[config.mk]
export PLATFORM = sky130hd
export DESIGN_NAME = alu_operand_stage
export DESIGN_NICKNAME = d
export VERILOG_FILES = /design/src/rtl/alu_pkg.sv /design/src/rtl/alu_op_decode.sv /design/src/rtl/alu_operand_stage.sv
export SDC_FILE = /design/constraint.sdc
export NUM_CORES = 1
export LEC_CHECK = 0
export ABC_AREA = 1
export BUFFER_PORTS_ARGS = -buffer_cell sky130_fd_sc_hd__buf_2
export CAP_MARGIN = 20
export CORE_UTILIZATION = 49
export DETAILED_ROUTE_END_ITERATION = 8
export HOLD_SLACK_MARGIN = 0.1
export PLACE_DENSITY = 0.73
export SLEW_MARGIN = 5
export SYNTH_ARGS = -nofsm -noshare
export SYNTH_HDL_FRONTEND = slang
export SYNTH_SLANG_ARGS = --single-unit
export TNS_END_PERCENT = 10
[constraint.sdc]
create_clock -name clk -period 1.7 [get_ports clk]
set_input_delay 0.17 -clock clk [delete_from_list [all_inputs] [get_ports clk]]
set_output_delay 0.17 -clock clk [all_outputs]
set_load 0.005 [all_outputs]
[src/rtl/alu_pkg.sv]
// alu_pkg: shared constants for the ALU operand stage and the ALU.
// Holds default widths, opcode values and the operand stage state encoding.
package alu_pkg;

    localparam int WIDTH_DEF = 32;
    localparam int OP_W_DEF  = 3;

    localparam logic [2:0] OP_AND = 3'd0;
    localparam logic [2:0] OP_OR  = 3'd1;
    localparam logic [2:0] OP_ADD = 3'd2;
    localparam logic [2:0] OP_SUB = 3'd3;
    localparam logic [2:0] OP_XOR = 3'd4;
    localparam logic [2:0] OP_SLT = 3'd5;
    localparam logic [2:0] OP_SLL = 3'd6;
    localparam logic [2:0] OP_SRL = 3'd7;

    typedef enum logic [1:0] {
        EMPTY = 2'd0,
        FULL  = 2'd1,
        SKID  = 2'd2
    } opnd_state_e;

endpackage

[src/rtl/alu_op_decode.sv]
// alu_op_decode: opcode to one-hot unit enable, gated by valid.
// Ports: valid, op[OP_W] in; sel[2**OP_W] out (all zero when !valid).
module alu_op_decode #(
    parameter int OP_W = 3
) (
    input  logic                 valid,
    input  logic [OP_W-1:0]      op,
    output logic [2**OP_W-1:0]   sel
);

    always_comb begin
        sel = '0;
        if (valid) begin
            sel[op] = 1'b1;
        end
    end

endmodule

[src/rtl/alu_operand_stage.sv]
// alu_operand_stage: registered operand stage in front of the ALU.
// 2-entry skid buffer, registered in_ready, one-hot unit select.
// Ports: clk, reset (sync, high), flush; in_valid/in_ready/in_op/in_a/in_b;
// out_valid/out_ready/out_op/out_a/out_b/out_sel;
// stall_cnt[32] only when ALU_OPND_STALL_CNT_EN is defined.
module alu_operand_stage
    import alu_pkg::*;
#(
    parameter int WIDTH = WIDTH_DEF,
    parameter int OP_W  = OP_W_DEF
) (
    input  logic                 clk,
    input  logic                 reset,
    input  logic                 flush,
    input  logic                 in_valid,
    output logic                 in_ready,
    input  logic [OP_W-1:0]      in_op,
    input  logic [WIDTH-1:0]     in_a,
    input  logic [WIDTH-1:0]     in_b,
    output logic                 out_valid,
    input  logic                 out_ready,
    output logic [OP_W-1:0]      out_op,
    output logic [WIDTH-1:0]     out_a,
    output logic [WIDTH-1:0]     out_b,
`ifdef ALU_OPND_STALL_CNT_EN
    output logic [31:0]          stall_cnt,
`endif
    output logic [2**OP_W-1:0]   out_sel
);

    opnd_state_e state_q;
    opnd_state_e state_n;

    logic             in_ready_q;
    logic             in_xfer;
    logic             out_xfer;
    logic             load_main_in;
    logic             load_main_skid;
    logic             load_skid;

    logic [OP_W-1:0]  main_op;
    logic [WIDTH-1:0] main_a;
    logic [WIDTH-1:0] main_b;
    logic [OP_W-1:0]  skid_op;
    logic [WIDTH-1:0] skid_a;
    logic [WIDTH-1:0] skid_b;

    assign out_valid = (state_q != EMPTY);
    assign in_ready  = in_ready_q;
    assign in_xfer   = in_valid && in_ready_q;
    assign out_xfer  = out_valid && out_ready;

    always_comb begin
        state_n        = state_q;
        load_main_in   = 1'b0;
        load_main_skid = 1'b0;
        load_skid      = 1'b0;
        unique case (state_q)
            EMPTY: begin
                if (in_xfer) begin
                    state_n      = FULL;
                    load_main_in = 1'b1;
                end
            end
            FULL: begin
                if (in_xfer && out_xfer) begin
                    load_main_in = 1'b1;
                end else if (in_xfer) begin
                    state_n   = SKID;
                    load_skid = 1'b1;
                end else if (out_xfer) begin
                    state_n = EMPTY;
                end
            end
            SKID: begin
                // in_ready is low here, so only the drain matters
                if (out_xfer) begin
                    state_n        = FULL;
                    load_main_skid = 1'b1;
                end
            end
            default: begin
                state_n = EMPTY;
            end
        endcase
        // flush drops everything, including a same-cycle input
        if (flush) begin
            state_n        = EMPTY;
            load_main_in   = 1'b0;
            load_main_skid = 1'b0;
            load_skid      = 1'b0;
        end
    end

    always_ff @(posedge clk) begin
        if (reset) begin
            state_q    <= EMPTY;
            in_ready_q <= 1'b0;
        end else begin
            state_q    <= state_n;
            // ready is a pure register: low only while skid holds data
            in_ready_q <= (state_n != SKID);
        end
    end

    always_ff @(posedge clk) begin
        if (reset) begin
            main_op <= '0;
            main_a  <= '0;
            main_b  <= '0;
        end else if (load_main_in) begin
            main_op <= in_op;
            main_a  <= in_a;
            main_b  <= in_b;
        end else if (load_main_skid) begin
            main_op <= skid_op;
            main_a  <= skid_a;
            main_b  <= skid_b;
        end
    end

    always_ff @(posedge clk) begin
        if (reset) begin
            skid_op <= '0;
            skid_a  <= '0;
            skid_b  <= '0;
        end else if (load_skid) begin
            skid_op <= in_op;
            skid_a  <= in_a;
            skid_b  <= in_b;
        end
    end

    assign out_op = main_op;
    assign out_a  = main_a;
    assign out_b  = main_b;

    alu_op_decode #(
        .OP_W (OP_W)
    ) u_dec (
        .valid (out_valid),
        .op    (main_op),
        .sel   (out_sel)
    );

`ifdef ALU_OPND_STALL_CNT_EN
    always_ff @(posedge clk) begin
        if (reset) begin
            stall_cnt <= '0;
        end else if (out_valid && !out_ready && (stall_cnt != '1)) begin
            stall_cnt <= stall_cnt + 32'd1;
        end
    end
`endif

endmodule

==> flow_summary.yaml <==
drt:
  ant_nets: 0
  post-route-drc-count: 0
  wl_mm: 19.3
  dr.pass1.iters: 5
  route.vias.total: 7270
  drt-initial-drc-count: 792
  dr_wl_met3_mm: 1.31
  viasPerCell: 5.59
  met2_length_mm: 9.06
  top_layer_used: "met4"
  wl_per_cell_um: 14.9
  wl_met1_mm: 8.62
clocking:
  clk_pin_slew_ps: 60
  insertion_delay_ps: 420
  htreeDepth: 4
  clockRootBuffer: "clkbuf_16"
  cts_buffers: 17
  cts_tree: "yes"
  clock_sinks: 137
  ctsLongestPathBuffers: 2
  postCtsSetupBuffers: 0
synth:
  synth_seq_area_share_pct: 41.3
  avgSynthCellArea_um2: 6.99
  async_flop_share_pct: 0
  syn_area_mm2: 0.00664
  synthTopCellsByArea: "dfxtp_1, nand4_1, nand2_1"
  ys_ff_latch: 137
  ys_warn_count: 0
  synth.distinct_cells: 20
  dominantRegCellSynth: "dfxtp_1"
  synth_fp_nets: 1022
  synth_edf_count: 0
  synth_top_area_share_pct: 41.3
  synth_cells: 950
  yosysTopAreaCell: "dfxtp_1"
layout:
  antennaDiodeCount: 0
  n_fill_cell: 1200
  area_growth_syn_to_layout_pct: 31.2
  layout_commonest_cell: "nand2_1"
  multiInputGateArea_mm2: 0.00312
  final_cell_mix: "nand2_1, buf_2, a21oi_1"
  nets: 1184
  final_layout_size_suffix_gt1_share_pct: 19.4
  ff_latch_area_mm2: 0.00275
  fin_cells: 1301
setup_path:
  startpoint_type: "flop"
  crit_start: "state_q[0]$_SDFF_PP0_"
  crit_required_ps: 1530
  cp.arrival_ps: 1450
  crit_type: "flop to output pin"
  setup.worst_path.end_class: "output pin"
  cp_max_fo: 5
  timing.rr.end: "out_b[13]$_SDFFE_PP0P_"
  worst-r2r-setup-slack_ps: 160
  rr_worst_depth: 7
  r2r_start: "in_ready$_SDFF_PP0_"
  endpoint: "out_sel[6]"
floorplan:
  die_h_um: 118
  start_util_pct: 50.1
  dieArea_mm2: 0.0140
  rows: 42
  ioPinCount: 149
  dieWidth_um: 118
  coreArea_mm2: 0.0132
global_routing:
  grt_max_degree: 97
  grt_overflow: 0
  grt_pass1_wl_mm: 31.8
  grt_pass1_vias: 6311
  antenna_found_initial: 0
  grt.total_usage_pct: 27.6
sta:
  final-setup-viol-count: 0
  timing_worst_slew_pin_value_ps: 407
  setup_tns_ps: 0
  fmax_ghz: 0.617
  fin_crit_sh_pct: 95.4
  fin_skew_ps: 7.47
  worst_slack_ps: 78.4
  final-hold-violation-count: 0
  slew_headroom_pct: 72.9
  layout_min_cycle_time_ps: 1620
  grt_setup_unrepaired: "false"
  slew_viol_final: 0
pwr:
  power_uw: 7680
  ir_drop_uv: 778
  power.density_mw_per_mm2: 881
  p_leak_uw: 0.00386
place:
  place_ws_ps: 164
  io_buffers: 148
  dp.cells: 1201
  dpl.hpwl_mm: 11.0
  gp_congestion: 0.754
hold_path:
  hold_class: "primary input to flop"
job:
  max_cap_violations: 0
status:
  outcome: "completed"
[metal layers]
metal	GRT usage [%]	vias up
met4	9.65	0
met2	42.8	303
met5	0	-
met1	38.3	3358
li1	-	3576
met3	5.45	33
[stage by stage]
step / util, % / cell area, um2 / hold WS, ps
after floorplan: - / 6640 / 249
after global placement: 56.4 / 7470 / 449
after detailed placement: 56.4 / 7470 / 453
after CTS: 65.7 / 8710 / 124
after global routing: 65.8 / 8710 / 171
final: 65.8 / 8710 / 135
[repair_timing]
| item | CTS | global route |
|---|---|---|
| hold endpoints to repair | 69 | 0 |
| resized for setup | 2 | 1 |
| hold buffers | 68 | 0 |
| setup endpoints to repair | 8 | 8 |
[Yosys cell counts, types with 4 or more instances]
cell and instances:
nand2_1 209, dfxtp_1 137, a21oi_1 136, nand3_1 134, nand4_1 134, inv_1 72
buf_2 39, clkbuf_1 33, buf_4 20, nor2_1 14, buf_1 6, inv_2 4
[kinds of logic after synthesis]
family          share of synthesized area, %
compound gates                          10.4
simple gates                            36.2
buf+inv                                 12.0
flops                                   41.3
[worst max-delay path, stage by stage (launching register included)]
cell and delay, ps:
dfxtp_2 400, nor2_2 100, or2_2 320, nor2_1 100, buf_2 110
[registers in the layout (all words and copies together), names as in the netlist]
register	cells
out_a	32
out_b	32
skid_a	32
skid_b	32
out_op	3
skid_op	3
state_q	2
in_ready	1
[final cells by class]
cell class | count | share of cell area (%)
multi-input combinational | 637 | 35.8
sequential | 137 | 31.5
timing repair buffer | 243 | 20.5
clock buffer | 23 | 5.49
inverter | 76 | 3.30
tap | 176 | 2.53
clock inverter | 9 | 0.833
[worst min path at each step]
stage	start	end	slack, ps	depth (start not counted)
floorplan	flush	state_q[1]$_SDFF_PP0_	250	1
global placement	skid_b[25]$_SDFFE_PP0P_	skid_b[25]$_SDFFE_PP0P_	450	2
detailed placement	skid_b[6]$_SDFFE_PP0P_	skid_b[6]$_SDFFE_PP0P_	450	2
CTS	out_ready	state_q[0]$_SDFF_PP0_	120	4
global route	reset	skid_a[30]$_SDFFE_PP0P_	170	2
finish	out_ready	state_q[0]$_SDFF_PP0_	130	4
[power by group]
group / switching [uW] / leakage, uW / internal (uW)
Clock: 1330 / 0.000276 / 2110
Sequential: 49.1 / 0.00111 / 3300
Combinational: 507 / 0.00247 / 379
Total: 1890 / 0.00386 / 5790
(Power assumes the default switching activity.)
